`config.mk`:
```
export PLATFORM = sky130hd
export DESIGN_NAME = rps_match_scorer
export DESIGN_NICKNAME = d
export VERILOG_FILES = /design/src/rtl/rps_pkg.sv /design/src/rtl/rps_sat_counter.sv /design/src/rtl/rps_match_scorer.sv
export SDC_FILE = /design/constraint.sdc
export NUM_CORES = 1
export LEC_CHECK = 0
export CORE_UTILIZATION = 25
export DETAILED_ROUTE_END_ITERATION = 10
export PLACE_DENSITY = 0.49
export SYNTH_ARGS = -nofsm -noshare
export SYNTH_HDL_FRONTEND = slang
export SYNTH_SLANG_ARGS = --single-unit
```
`constraint.sdc`:
```
create_clock -name clk -period 2.1 [get_ports clk]
set_input_delay 0.42 -clock clk [delete_from_list [all_inputs] [get_ports clk]]
set_output_delay 0.42 -clock clk [all_outputs]
set_load 0.02 [all_outputs]
```
`src/rtl/rps_pkg.sv`:
```
`default_nettype none
// ---------------------------------------------------------------------------
// Module : rps_pkg
// Brief  : Shared result, winner and state encodings for the RPS match scorer
// Rev    : 1.0
// ---------------------------------------------------------------------------
package rps_pkg;

  typedef enum logic [1:0] {
    RES_TIE = 2'b00,
    RES_P1  = 2'b01,
    RES_P2  = 2'b10,
    RES_INV = 2'b11
  } res_code_e;

  typedef enum logic [1:0] {
    WIN_NONE = 2'b00,
    WIN_P1   = 2'b01,
    WIN_P2   = 2'b10
  } winner_e;

  typedef enum logic {
    ST_PLAY = 1'b0,
    ST_DONE = 1'b1
  } state_e;

endpackage
`default_nettype wire

```
`src/rtl/rps_sat_counter.sv`:
```
`default_nettype none
// ---------------------------------------------------------------------------
// Module : rps_sat_counter
// Brief  : Up-counter that holds at all-ones; synchronous clear, async reset
// Rev    : 1.0
// ---------------------------------------------------------------------------
module rps_sat_counter #(
  parameter int WIDTH = 3
) (
  input  logic             clk,
  input  logic             rst,
  input  logic             clr,
  input  logic             inc,
  output logic [WIDTH-1:0] q
);

  localparam logic [WIDTH-1:0] c_max = '1;

  logic [WIDTH-1:0] cnt_q;

  always_ff @(posedge clk or posedge rst) begin
    if (rst) begin
      cnt_q <= '0;
    end else if (clr) begin
      cnt_q <= '0;
    end else if (inc && (cnt_q != c_max)) begin
      cnt_q <= cnt_q + WIDTH'(1);
    end
  end

  assign q = cnt_q;

endmodule
`default_nettype wire

```
`src/rtl/rps_match_scorer.sv`:
```
`default_nettype none
// ---------------------------------------------------------------------------
// Module : rps_match_scorer
// Brief  : Accumulates judged RPS rounds, declares the match winner, freezes
// Rev    : 1.0
// ---------------------------------------------------------------------------
module rps_match_scorer
  import rps_pkg::*;
#(
  parameter int ROUNDS_TO_WIN = 3,
  parameter int SCORE_W       = 3,
  parameter int ROUND_W       = 8
) (
  input  logic               clk,
  input  logic               rst,
  input  logic               clr,
  input  logic               res_valid,
  input  logic [1:0]         res_code,
  output logic               res_ready,
  output logic [SCORE_W-1:0] p1_score,
  output logic [SCORE_W-1:0] p2_score,
  output logic [SCORE_W-1:0] tie_cnt,
  output logic [SCORE_W-1:0] inv_cnt,
  output logic [ROUND_W-1:0] round_cnt,
  output logic [1:0]         last_code,
  output logic               point_pulse,
  output logic               inv_pulse,
  output logic               match_over,
  output logic [1:0]         match_winner
);

  generate
    if ((ROUNDS_TO_WIN < 1) || (ROUNDS_TO_WIN > (2**SCORE_W) - 1)) begin : g_bad_rounds_to_win
      $error("rps_match_scorer: ROUNDS_TO_WIN out of range for SCORE_W");
    end
  endgenerate

  localparam logic [SCORE_W-1:0] c_win_score = SCORE_W'(ROUNDS_TO_WIN);

  state_e             state_q;
  logic [SCORE_W-1:0] p1_q, p2_q;
  logic [SCORE_W-1:0] p1_d, p2_d;
  logic [1:0]         last_code_q;
  logic [1:0]         winner_q;
  logic               point_pulse_q;
  logic               inv_pulse_q;
  logic               w_accept;

  assign w_accept = res_valid && (state_q == ST_PLAY);
  assign p1_d     = p1_q + SCORE_W'(1);
  assign p2_d     = p2_q + SCORE_W'(1);

  // clr is wired straight in so it overrides any simultaneous accept.
  rps_sat_counter #(.WIDTH(SCORE_W)) u_tie_cnt (
    .clk (clk),
    .rst (rst),
    .clr (clr),
    .inc (w_accept && (res_code == RES_TIE)),
    .q   (tie_cnt)
  );

  rps_sat_counter #(.WIDTH(SCORE_W)) u_inv_cnt (
    .clk (clk),
    .rst (rst),
    .clr (clr),
    .inc (w_accept && (res_code == RES_INV)),
    .q   (inv_cnt)
  );

  rps_sat_counter #(.WIDTH(ROUND_W)) u_round_cnt (
    .clk (clk),
    .rst (rst),
    .clr (clr),
    .inc (w_accept),
    .q   (round_cnt)
  );

  always_ff @(posedge clk or posedge rst) begin
    if (rst) begin
      state_q       <= ST_PLAY;
      p1_q          <= '0;
      p2_q          <= '0;
      last_code_q   <= RES_TIE;
      winner_q      <= WIN_NONE;
      point_pulse_q <= 1'b0;
      inv_pulse_q   <= 1'b0;
    end else if (clr) begin
      state_q       <= ST_PLAY;
      p1_q          <= '0;
      p2_q          <= '0;
      last_code_q   <= RES_TIE;
      winner_q      <= WIN_NONE;
      point_pulse_q <= 1'b0;
      inv_pulse_q   <= 1'b0;
    end else begin
      point_pulse_q <= 1'b0;
      inv_pulse_q   <= 1'b0;
      if (w_accept) begin
        last_code_q <= res_code;
        case (res_code)
          RES_P1: begin
            p1_q          <= p1_d;
            point_pulse_q <= 1'b1;
            if (p1_d == c_win_score) begin
              state_q  <= ST_DONE;
              winner_q <= WIN_P1;
            end
          end
          RES_P2: begin
            p2_q          <= p2_d;
            point_pulse_q <= 1'b1;
            if (p2_d == c_win_score) begin
              state_q  <= ST_DONE;
              winner_q <= WIN_P2;
            end
          end
          RES_INV: inv_pulse_q <= 1'b1;
          default: ;
        endcase
      end
    end
  end

  assign res_ready    = (state_q == ST_PLAY);
  assign match_over   = (state_q == ST_DONE);
  assign p1_score     = p1_q;
  assign p2_score     = p2_q;
  assign last_code    = last_code_q;
  assign match_winner = winner_q;
  assign point_pulse  = point_pulse_q;
  assign inv_pulse    = inv_pulse_q;

endmodule
`default_nettype wire

```
Word-level counts from Yosys, hierarchy flattened
Index checks and enable logic that the tools add are counted.
- add/subtract/negate cells: 5
- equality and inequality tests: 10
- mux-type cells: 30
- bitwise logic cells: 1
- reductions and logical operators: 18
- operator list (operator ; count):
    $mux 3 ; 10
    $mux 8 ; 2
    $add 3x1->3 const B ; 4
    $mux 2 ; 6
    $ne 3x3->1 const B ; 4
    $reduce_bool 2->1 ; 6
    $mux 1 ; 10
    $add 8x1->8 const B ; 1
    $ne 8x8->1 const B ; 1
    $eq 3x2->1 const B ; 2
    $logic_and 1x1->1 ; 6
    $eq 2x2->1 const B ; 2
    $pmux 2 s2 ; 1
    $reduce_and 2->1 ; 2
    $reduce_and 4->1 ; 1
    $reduce_bool 3->1 ; 1
    $eq 2x1->1 const B ; 1
    $logic_not 2->1 ; 1
    $pmux 1 s2 ; 1
    $reduce_or 2->1 ; 1
    $not 1->1 ; 1
- flip-flop bits (word level): 27
- bits of input ports: 6
- output and inout bits: 28
- logic and storage cells: 74

Longest topological paths before layout
- depth after elaboration: 6
- gate-level depth with buffers: 5
- mapped depth without buffers: 5

Hierarchy
A second synthesis with hierarchy kept.
- cells, all modules: 152
- area total of the unflattened synthesis: 1634.1 sq um
- by module, submodules not included (module ; times used ; cells each ; area each (sq um) ; seq. area each (sq um)):
    rps_match_scorer ; 1 ; 71 ; 754.5 ; 325.3
    rps_sat_counter at u_round_cnt ; 1 ; 49 ; 504.2 ; 200.2
    rps_sat_counter at u_inv_cnt ... ; 2 ; 16 ; 187.7 ; 75.1

Worst setup path after synthesis
No wires, ideal clock.
- path type: flip-flop to flip-flop
- from: register u_round_cnt.cnt_q[0] (netlist: u_round_cnt.q[0])
- to: register u_round_cnt.cnt_q[0] (netlist: u_round_cnt.q[0])
- setup time: 0.128 ns
- arrival time: 1.537 ns
- data required time: 1.972 ns
- setup slack: 0.435 ns
- cell stages (with the launch flop): 5
- path buffers: 0
- path through: dfrtp_1 > ha_1 > and4_4 > a41oi_2 > mux2_1
- longest elaborated chain between the ends: 3
- elaborated cells on any way between the ends: 6
- those cells by class: add/sub (1); eq/ne (1); mux (2); reduce/logical (2)
- RTL lines (element ; RTL line ; source):
    start: declaration ; rps_sat_counter.sv:19 ; logic [WIDTH-1:0] cnt_q;
    start signal: assignment ; rps_sat_counter.sv:27 ; cnt_q <= cnt_q + WIDTH'(1);
    $add 8x1->8 or $ne 8x8->1 (tied branches) ; rps_sat_counter.sv:27, rps_sat_counter.sv:26 ;
    $mux 8 or $logic_and 1x1->1 (tied branches) ; rps_sat_counter.sv:26 ; end else if (inc && (cnt_q != c_max)) begin
    $mux 8 or $reduce_bool 2->1 (tied branches) ; - ;
Parallel ways exist; a longest one is shown, timed or not. The select of a mux whose other input is x is not followed.
A chain may end at the register's enable or synchronous reset.

Worst setup path after layout
- from: register state_q (netlist: match_over)
- to: output port res_ready
- longest elaborated chain between the ends: 1
- RTL lines (element ; RTL line ; source):
    start: declaration ; rps_match_scorer.sv:40 ; state_e state_q;
    start signal: assignment ; rps_match_scorer.sv:80 ; state_q <= ST_PLAY;
    start signal: assignment ; rps_match_scorer.sv:88 ; state_q <= ST_PLAY;
    start signal: assignment ; rps_match_scorer.sv:105 ; state_q <= ST_DONE;
    $not 1->1 ; rps_match_scorer.sv:124 ; assign res_ready = (state_q == ST_PLAY);
    end: declaration ; rps_match_scorer.sv:19 ; output logic res_ready,
Every way passes these cells.

==> results.sh <==
export IMPL_die_area_sq_um=6500
export IMPL_drt_initial_drc_count=71
export IMPL_utilization_pct=34.6
export IMPL_drt_first_pass_iters=4
export IMPL_die_y_um=80.6
export IMPL_route_vias_total=1221
export IMPL_ys_seq_elements=27
export IMPL_finClkSkew_ns=0.00765
export IMPL_status="completed"
export IMPL_hold_class="input pin to asynchronous set/reset pin"
export IMPL_io_buffers=33
export IMPL_cts_max_path_buffers=2
export IMPL_max_stage_delay_ns=0.62
export IMPL_drc=0
export IMPL_fmax_mhz=511
export IMPL_hold_viol_final=0
export IMPL_synthTopCellsByArea="dfrtp_1 (44%), ha_1 (11%), a311oi_1 (3.4%)"
export IMPL_worstPathRequired_ns=1.68
export IMPL_multiInputGateArea_sq_um=807
export IMPL_maxCapViolations=0
export IMPL_coreArea_sq_um=5960
export IMPL_crit_type="flip-flop to output pin"
export IMPL_clkSlewWorstSetupHoldPaths_ns=0.10
export IMPL_synth_area_sq_um=1550
export IMPL_p_leak_nw=0.909
export IMPL_drtAntennaViolNets=0
export IMPL_htree_levels=1
export IMPL_yosysSeqAreaShare_pct=43.7
export IMPL_finalCritPeriodShare_pct=93.3
export IMPL_routed_wl_um=3630
export IMPL_avgSynthCellArea_sq_um=11.0
export IMPL_viasPerCell=4.81
export IMPL_route_met2_wl_um=1740
export IMPL_cts_sinks=27
export IMPL_tightest_slew_ns=0.366
export IMPL_cts_buffers=3
export IMPL_start_util_pct=25.9
export IMPL_synth_top_flop_cell="dfrtp_1"
export IMPL_nNetsFinal=199
export IMPL_setup_tns_ns=0
export IMPL_cts_tree="done"
export IMPL_wl_met1_um=1730
export IMPL_n_antenna_cell=0
export IMPL_ir_drop_v=0.000300
export IMPL_top_layer_used="met4"
export IMPL_crit_slowest_cell="clkdlybuf4s50_1"
export IMPL_grt_pass1_vias=1277
export IMPL_die_w_um=80.6
export IMPL_syn_to_final_growth_pct=33.3
export IMPL_grt_antenna_before_repair=0
export IMPL_wl_per_cell_um=14.3
export IMPL_synth_edf_count=0
export IMPL_layout_drive_gt1_share_pct=11.7
export IMPL_rsz0062_at_grt="false"
export IMPL_synthCells=140
export IMPL_io_pins=34
export IMPL_postCtsHoldBufs=0
export IMPL_gp_congestion=0.705
export IMPL_post_synth_top_area_fraction_pct=43.7
export IMPL_cts_root_buf="clkbuf_8"
export IMPL_power_density_nw_per_um2=504
export IMPL_crit_chain="inv_1, clkdlybuf4s50_1"
export IMPL_placement_rows=28
export IMPL_cp_max_fo=13
export IMPL_insertion_delay_ns=0.27
export IMPL_fillers=605
export IMPL_grt_usage_pct=12.0
export IMPL_layout_min_cycle_time_ns=1.96
export IMPL_syn_nets=159
export IMPL_seq_area_sq_um=677
export IMPL_overflow=0
export IMPL_grt_pass1_wl_um=6040
export IMPL_dpl_hpwl_um=2610
export IMPL_yosys_area_top_type="dfrtp_1"
export IMPL_dr_wl_met3_um=142
export IMPL_grt_max_degree=28
export IMPL_slew_violations=0
export IMPL_synth_commonest_cells="dfrtp_1 (27), ha_1 (13), nor2_1 (11)"
export IMPL_yosys_warnings=0
export IMPL_max_slew_margin_rel_pct=75.6
export IMPL_async_flop_share_pct=100
export IMPL_critPathLaunchType="flip-flop"
export IMPL_arrival_ns=1.54
export IMPL_yosys_cell_types_count=40
export IMPL_synth_most_common_cell="dfrtp_1"
export IMPL_end_kind="output pin"
export IMPL_finalSetupViolCount=0
## cell families (layout without fill, tap and decap cells)
group	after synthesis	after routing	share of synthesized area, %
mux	6	6	3.97
simple gates	46	46	20.3
fa+ha+maj	13	13	10.5
buf+inv	14	53	4.05
flops	27	27	43.7
compound gates	26	26	12.9
xor+xnor	8	8	4.53
## layer usage
| layer | global-route usage, % | vias up |
|---|---|---|
| li1 | - | 587 |
| met3 | 2.73 | 2 |
| met2 | 20.7 | 23 |
| met4 | 2.32 | 0 |
| met1 | 15.4 | 609 |
| met5 | 0 | - |
## path summary, 6_finish.rpt
| kind | start | endpoint | slack, ns | cells past startpoint |
|---|---|---|---|---|
| worst max register to register | u_round_cnt.q[0] | u_round_cnt.q[0] | 0.34 | 4 |
| max in group asynchronous | rst | match_over | 1.30 | 3 |
| min in group clk | last_code[0] | last_code[0] | 0.55 | 2 |
| worst min-delay path | rst | u_round_cnt.q[7] | 0.51 | 3 |
| worst max-delay path | match_over | res_ready | 0.14 | 2 |
| worst min register to register | last_code[0] | last_code[0] | 0.55 | 2 |
## what timing repair did
action	in CTS	in global routing
gates resized for setup	0	1
endpoints found under the setup margin	0	1
buffers inserted	0	0
## placed cells by master (no fill, tap or decap), drive strengths merged, types with 3 or more instances in the layout
master and count:
and4b 3, and3 3, buf 9, nor2 11, nand4b 3, dfrtp 27, a41oi 4, xor2 3
nand2b 3, mux2i 5, nand2 6, clkbuf 4, a21oi 7, xnor2 5, nor2b 3, clkdlybuf4s50 33
a311oi 6, ha 13, inv 7
## metrics by stage
| stage | hold WS (ns) | instances | worst slack, ns | area, sq um | power, mW |
|---|---|---|---|---|---|
| after global placement | 0.540 | 250 | 0.159 | 2010 | 0.748 |
| after detailed placement | 0.540 | 250 | 0.116 | 2010 | 0.753 |
| after floorplan | 0.473 | 140 | 0.435 | 1550 | 0.666 |
| final | 0.511 | 254 | 0.141 | 2060 | 1.04 |
| after global routing | 0.573 | 254 | 0.0865 | 2060 | 1.09 |
| after CTS | 0.521 | 254 | 0.0481 | 2060 | 1.06 |
## power breakdown
| group | leakage [nW] | total [mW] | internal, mW | switching [mW] |
|---|---|---|---|---|
| combinational | 0.517 | 0.182 | 0.0875 | 0.0950 |
| sequential | 0.370 | 0.557 | 0.536 | 0.0212 |
| clock | 0.0228 | 0.298 | 0.136 | 0.162 |
## flip-flops by register name, indices dropped and copies added, names as in the netlist
name,flops
u_tie_cnt.q,3
p2_score,3
p1_score,3
match_winner,2
last_code,2
point_pulse,1
match_over,1
u_round_cnt.q,8
u_inv_cnt.q,3
inv_pulse,1
## critical path: cells and delay by family (launching register included)
family	cells	cell delay, ns
flip-flops	1	0.51
buffers and inverters	2	0.76
## cell type report
cell class,instances,area share [%]
multi-input cells,99,39.2
flip-flops and latches,27,32.9
repair buffers,42,19.9
well taps,75,4.56
clock buffers,4,2.19
inverters,7,1.28
Power figures use the tool's default switching activity.
